<file path="src/rtl/auc_ram_arb.sv">
// Round-robin arbiter sharing the ECC operand RAM between NREQ requesters.
// Grants one access per cycle, supports ownership locks, and tags read data one-hot.
module auc_ram_arb #(
    parameter int WIDTH = 256,
    parameter int ADDR  = 5,
    parameter int NREQ  = 4
) (
    input  logic                    clk,
    input  logic                    rst,
    input  logic [NREQ-1:0]         arb_req,
    input  logic [NREQ-1:0]         arb_we,
    input  logic [NREQ-1:0]         arb_lock,
    input  logic [NREQ*ADDR-1:0]    arb_addr,
    input  logic [NREQ*WIDTH-1:0]   arb_wdat,
    output logic [NREQ-1:0]         arb_gnt,
    output logic [NREQ-1:0]         arb_rvld,
    output logic [WIDTH-1:0]        arb_rdat,
    output logic                    arb_busy,
    output logic [ADDR-1:0]         ram_radd,
    input  logic [WIDTH-1:0]        ram_rdat,
    output logic                    ram_wen,
    output logic [ADDR-1:0]         ram_wadd,
    output logic [WIDTH-1:0]        ram_wdat
);

    localparam int IDW = $clog2(NREQ);

    logic [IDW-1:0]   r_rr_ptr;
    logic             r_own_vld;
    logic [IDW-1:0]   r_own_id;
    logic [NREQ-1:0]  r_pend1;
    logic [NREQ-1:0]  r_pend2;
    logic             r_wen;
    logic [ADDR-1:0]  r_radd;
    logic [ADDR-1:0]  r_wadd;
    logic [WIDTH-1:0] r_wdat;

    logic             w_gnt_vld;
    logic [IDW-1:0]   w_gnt_id;
    logic [NREQ-1:0]  w_gnt;
    logic [ADDR-1:0]  w_addr;
    logic [WIDTH-1:0] w_wdat;

    function automatic logic [IDW-1:0] rr_idx(input logic [IDW-1:0] base, input int off);
        return IDW'((int'(base) + off) % NREQ);
    endfunction

    // NOTE: every always_comb output gets a default first so no path can infer a latch.
    always_comb begin
        w_gnt_vld = 1'b0;
        w_gnt_id  = '0;
        w_gnt     = '0;
        if (r_own_vld) begin
            if (arb_req[r_own_id]) begin
                w_gnt_vld = 1'b1;
                w_gnt_id  = r_own_id;
            end
        end else begin
            // Scan farthest-first so the nearest requester after rr_ptr overrides.
            for (int k = NREQ; k >= 1; k--) begin
                if (arb_req[rr_idx(r_rr_ptr, k)]) begin
                    w_gnt_vld = 1'b1;
                    w_gnt_id  = rr_idx(r_rr_ptr, k);
                end
            end
        end
        if (rst) begin
            w_gnt_vld = 1'b0;
        end
        if (w_gnt_vld) begin
            w_gnt[w_gnt_id] = 1'b1;
        end
    end

    assign w_addr = arb_addr[w_gnt_id*ADDR +: ADDR];
    assign w_wdat = arb_wdat[w_gnt_id*WIDTH +: WIDTH];

    // NOTE: sequential state uses non-blocking assignments only; the data registers
    // are reset too because their reset value is visible on the RAM ports.
    always_ff @(posedge clk) begin
        if (rst) begin
            r_rr_ptr  <= IDW'(NREQ - 1);
            r_own_vld <= 1'b0;
            r_own_id  <= '0;
            r_pend1   <= '0;
            r_pend2   <= '0;
            r_wen     <= 1'b0;
            r_radd    <= '0;
            r_wadd    <= '0;
            r_wdat    <= '0;
        end else begin
            r_wen   <= 1'b0;
            r_pend1 <= '0;
            r_pend2 <= r_pend1;
            if (w_gnt_vld) begin
                r_rr_ptr <= w_gnt_id;
                if (arb_we[w_gnt_id]) begin
                    r_wen  <= 1'b1;
                    r_wadd <= w_addr;
                    r_wdat <= w_wdat;
                end else begin
                    r_radd  <= w_addr;
                    r_pend1 <= w_gnt;
                end
                if (arb_lock[w_gnt_id] && !r_own_vld) begin
                    r_own_vld <= 1'b1;
                    r_own_id  <= w_gnt_id;
                end
            end
            // Release cycle stays owner-only; ownership ends at this edge.
            if (r_own_vld && !arb_lock[r_own_id]) begin
                r_own_vld <= 1'b0;
            end
        end
    end

    assign arb_gnt  = w_gnt;
    assign arb_rvld = r_pend2;
    assign arb_rdat = ram_rdat;
    assign arb_busy = r_own_vld;
    assign ram_radd = r_radd;
    assign ram_wen  = r_wen;
    assign ram_wadd = r_wadd;
    assign ram_wdat = r_wdat;

endmodule
</file>
<file path="config.mk">
export PLATFORM = sky130hd
export DESIGN_NAME = auc_ram_arb
export DESIGN_NICKNAME = d
export VERILOG_FILES = /design/src/rtl/auc_ram_arb.sv
export SDC_FILE = /design/constraint.sdc
export NUM_CORES = 1
export LEC_CHECK = 0
export ABC_AREA = 1
export BUFFER_PORTS_ARGS = -buffer_cell sky130_fd_sc_hd__buf_2
export CORE_AREA = 5 5 707 709
export CTS_CLUSTER_SIZE = 40
export DETAILED_ROUTE_END_ITERATION = 7
export DIE_AREA = 0 0 712 714
export HOLD_SLACK_MARGIN = 0.12
export PLACE_DENSITY_LB_ADDON = 0.25
export SLEW_MARGIN = 20
export SYNTH_ARGS = -nofsm -noshare
export SYNTH_HDL_FRONTEND = slang
export SYNTH_SLANG_ARGS = --single-unit
</file>
<file path="constraint.sdc">
create_clock -name clk -period 2.7 [get_ports clk]
set_input_delay 0.675 -clock clk [delete_from_list [all_inputs] [get_ports clk]]
set_output_delay 0.675 -clock clk [all_outputs]
set_load 0.01 [all_outputs]
</file>
# After elaboration in Yosys (flattened, before gate mapping)
# Cells that the tools add are included.
# totals
input_bits	1314
mem_bits_rw	0
regBits	280
mem_bits_ro	0
latchBits	0
out_inout_bits	532
wordCells	69
mem_count	0
# op_classes
bitwise_logic	2
div_mod_pow	0
mul	1
magnitude_cmp	7
n_eq_ne	0
reduce_logical	11
add_sub_neg	4
mux	33
shifts	2
# op_table
cell	n
$shiftx 1024x11->256	1
$shiftx 20x6->5	1
$lt 2x3->1 const B	6
$mux 1	17
$bmux 1 s2	8
$mux 2	6
$reduce_and 2->1	3
$mul 2x3->5 const B	1
$add 2x1->2 const B	2
$add 2x2->2 const B	2
$mux 4	1
$reduce_or 2->1	2
$logic_and 1x1->1	3
$reduce_or 3->1	1
$demux 1 s2	1
$ge 2x1->1 const B	1
$logic_not 1->1	2
$not 1->1	2

# Longest topological paths before layout
# logic_depth
depth_word	13
depth_mapped	19
ltp_nobuf	16

# Worst setup path before layout
# OpenSTA, ideal clock, no wires.
# synth_path
path_kind	input to output
start	input port arb_req[3]
end	output port arb_gnt[1]
slack_ns	-0.041
stages	14
path_buffers	3
required_ns	2.025
arrival_time_ns	2.066
cell_sequence	inv_1 nand2_1 nand3_1 nand2_1 inv_1 nand2_1 nand3_1 nand3_4 nand2_4 buf_4 buf_4 buf_4 inv_1 nor3_2
# synth_via
elab_chain_cells	12
elab_cells_between_ends	29
classes_between	order compare: 2; mux: 26; reduce/logical: 1
# synth_lines
item	line_no	rtl
from (decl)	10	input logic [NREQ-1:0] arb_req,
$bmux 1 s2	61	if (arb_req[rr_idx(r_rr_ptr, k)]) begin
$mux 1 (implied by the code)	61	
$mux 2 (4 in series)	61	
$mux 2	53	if (r_own_vld) begin
$lt 2x3->1 (implied by the code) / $ge 2x1->1 (equally long branches)	71	w_gnt[w_gnt_id] = 1'b1;
$logic_and 1x1->1 (implied by the code)	71	
$mux 1 (implied by the code)	71	
$demux 1 s2	71	
$mux 4 *	70	if (w_gnt_vld) begin
to (decl)	15	output logic [NREQ-1:0] arb_gnt,
# Every way passes the cells marked *; elsewhere a longest branch is shown, timed or not. The select of a mux whose other input is x is not followed.

# Worst setup path in the final report
# layout_path
start	register r_rr_ptr[0]
end	output port arb_gnt[2]
# layout_via
elab_chain_cells	13
elab_cells_between_ends	29
classes_between	add/sub: 4; order compare: 2; mux: 22; reduce/logical: 1
# layout_lines
item	line_no	rtl
from (decl)	28	logic [IDW-1:0] r_rr_ptr;
from (signal assigned)	82	r_rr_ptr <= IDW'(NREQ - 1);
from (signal assigned)	96	r_rr_ptr <= w_gnt_id;
$add 2x1->2	45	return IDW'((int'(base) + off) % NREQ);
$bmux 1 s2	61	
$mux 1 (implied by the code)	61	
$mux 2 (4 in series)	61	
$mux 2	53	
$lt 2x3->1 (implied by the code) / $ge 2x1->1 (equally long branches)	71	
$logic_and 1x1->1 (implied by the code)	71	
$mux 1 (implied by the code)	71	
$demux 1 s2	71	
$mux 4 *	70	
# Marks and branches as above.

==> impl_metrics.toml <==
[cells_and_area]
final_cell_mix = "buf_2 (1330), nand2_1 (1086), inv_1 (806)"
drive_above_1_share = 0.342
fin_nets = 6610
final_common_cell = "buf_2"
area_delta_synth_final_pct = 78.9
fin_cells = 11900

[critical_path]
r2r_start = "r_rr_ptr[0]"
cp.required_ns = 2.03
start_kind = "register"
crit_end = "arb_gnt[2]"
r2r_cells = 20
arrival_ns = 2.50
critPathCaptureType = "primary output"
cpPeakStageDelay_ns = 0.37
critPathTopFamily = "simple AND/OR/NAND/NOR gates"
critPathMaxFanout = 8
r2r_end = "ram_wdat[87]"
crit_chain = "buf_8 -> o21ai_4 -> nand2_2 -> o21ai_1 -> nand3_1 -> nand3_1 -> nand2_2 -> nand2_4 -> inv_2 -> buf_12 -> nor2_2 -> buf_2"
crit_start = "r_rr_ptr[0]"
crit_cells = 12
r2r_setup_slack_ns = -0.16
crit_type = "register to primary output"
crit_slowest_cell = "dfxtp_4"
worst-path-buf-inv = 4

[die]
fp.dieH_um = 714
initial_core_util = 0.0467
core-area_sq_um = 492000
die-area_sq_um = 508000
rows = 258
io_pins = 1846
chipWidth_um = 712

[status]
violations = "setup timing"
status = "complete, but fails checks"

[clocking]
insertion_delay_ns = 0.73
htreeDepth = 2
cts-root-buf = "clkbuf_16"
cts_buffers = 47
cts_tree = "done"
cts_hold_buf = 0
clockBufferDepth = 3
path_clk_slew_ns = 0.06
clkSinkCount = 280

[place]
dp.cells = 11700
hpwl_mm = 318
port_buffers = 1333
globalplace.congestion = 0.881

[routing]
wire_per_inst_um = 29.8
dr_total_vias = 31300
avgViaCountPerCell = 2.64
ant_nets = 0
drtIter0Drc = 2083
drc = 0
first_pass_iters = 5
totalWireLength_mm = 353

[global_route]
grt_max_degree = 93
grt_pass1_vias = 29100
grt_pass1_wl_mm = 415
gr-usage-all-layers = 0.132
grt_overflow = 0
grt_antenna_before_repair = 228

[power]
power_mw = 71.7
peakVddDrop_mv = 0.836
p_leak_nw = 20.4
power_density_nw_per_um2 = 1740

[yosys]
synthTopCellsByArea = "dfxtp_1 (24%), nand2_1 (18%), inv_1 (13%)"
netlist_area_sq_um = 23000
synthCells = 4085
syn_area_per_cell_sq_um = 5.63
synth_top_area_frac = 0.244
yosys_warnings = 0
synth.net_count = 5399
ys_ff_latch = 280
synth.distinct_cells = 24
synth_top_area_cell = "dfxtp_1"
ys_seq_area_frac = 0.244

[sta]
skew_ns = 0.0174
worst_pin_slew_ns = 0.742
rsz0062_at_grt = "yes"
post-route-period-util = 1.18
finalSetupViolations = 219
relSlewSlack = 0.504
min_period_ns = 3.18
final_hold_viol_count = 0
slew_violations = 0
fmax_ghz = 0.315
fin_ws_ns = -0.479

[min_path]
hold_class = "primary input to register"

[flow_run]
drv_cap = 0
-- how the worst min path moves through the flow --
| stage | start | end | slack (ns) | cells past startpoint |
|---|---|---|---|---|
| floorplan | r_pend1[0] | arb_rvld[0] | 0.39 | 2 |
| global placement | r_pend1[0] | arb_rvld[0] | 0.42 | 2 |
| detailed placement | r_pend1[0] | arb_rvld[0] | 0.41 | 2 |
| CTS | arb_wdat[105] | ram_wdat[105] | 0.19 | 5 |
| global route | arb_wdat[157] | ram_wdat[157] | 0.28 | 5 |
| finish | arb_wdat[31] | ram_wdat[31] | 0.30 | 5 |
-- worst min-delay path, delay by kind of cell --
family / cells / cell delay [ns]
compound gates: 1 / 0.07
buf+inv: 1 / 0.07
simple gates: 3 / 0.17
-- logic make-up (layout without fill, tap and decap cells) --
logic type / after synthesis / count (layout) / share of synthesized area
simple gates: 1678 / 1678 / 0.277
buf+inv: 1335 / 2580 / 0.277
compound gates: 792 / 792 / 0.202
flops: 280 / 280 / 0.244
other cells: 0 / 34 / 0
-- flip-flops by register name, summed over array words and instances (netlist names) --
| name | flops |
|---|---|
| arb_busy | 1 |
| arb_rvld | 4 |
| r_own_id | 2 |
| r_pend1 | 4 |
| r_rr_ptr | 2 |
| ram_radd | 5 |
| ram_wadd | 5 |
| ram_wdat | 256 |
| ram_wen | 1 |
-- cells in the mapped netlist (all sizes together) --
master and count:
nor3 4, clkbuf 68, nand3 24, buf 452, inv 815, o21ai 260, nand2 1105, o221ai 1
o31ai 2, a21oi 260, o2111ai 1, dfxtp 280, o211ai 268, nor2 545
-- cell type report --
class	instances	area [sq um]
Antenna cell	34	85.1
Clock buffer	64	1380
Multi-Input combinational cell	2470	11200
Timing Repair Buffer	1682	11300
Tap cell	6500	8130
Inverter	815	3080
Sequential cell	280	5610
Fill cell	58600	451000
Clock inverter	19	282
-- report_power, final --
group	switching [mW]	leakage (nW)	internal, mW
sequential	1.16	2.31	6.31
clock	2.91	0.817	4.20
combinational	36.1	17.3	21.1
-- layer usage --
layer | up-vias | wire, um | GRT usage | part of all wire
li1 | 14600 | - | - | -
met1 | 14000 | 116000 | 0.127 | 0.33
met2 | 2015 | 153000 | 0.204 | 0.43
met3 | 535 | 70800 | 0.120 | 0.20
met4 | 94 | 12800 | 0.0375 | 0.036
met5 | - | 808 | 0.00280 | 0.0023
-- timing repair --
action	4_1_cts	5_1_grt
gates resized for setup	163	51
pin swaps	14	25
setup endpoints to repair	263	271
setup buffers	31	15
cloned	25	12
endpoints found under the hold margin	0	0
-- per-stage QoR --
stage | hold WS [ns] | area [sq um] | worst slack, ns | setup TNS [ns] | utilization
2_1_floorplan | 0.388 | 23000 | 0.00933 | 0 | -
3_3_place_gp | 0.418 | 37300 | -0.868 | -172.58 | 0.0757
3_5_place_dp | 0.410 | 37300 | -0.750 | -143.44 | 0.0757
4_1_cts | 0.187 | 40500 | -0.622 | -26.07 | 0.0823
5_1_grt | 0.277 | 41100 | -0.683 | -62.65 | 0.0834
6_report | 0.299 | 41100 | -0.479 | -16.21 | 0.0835
Note: power is estimated with default switching activity, not from simulation.
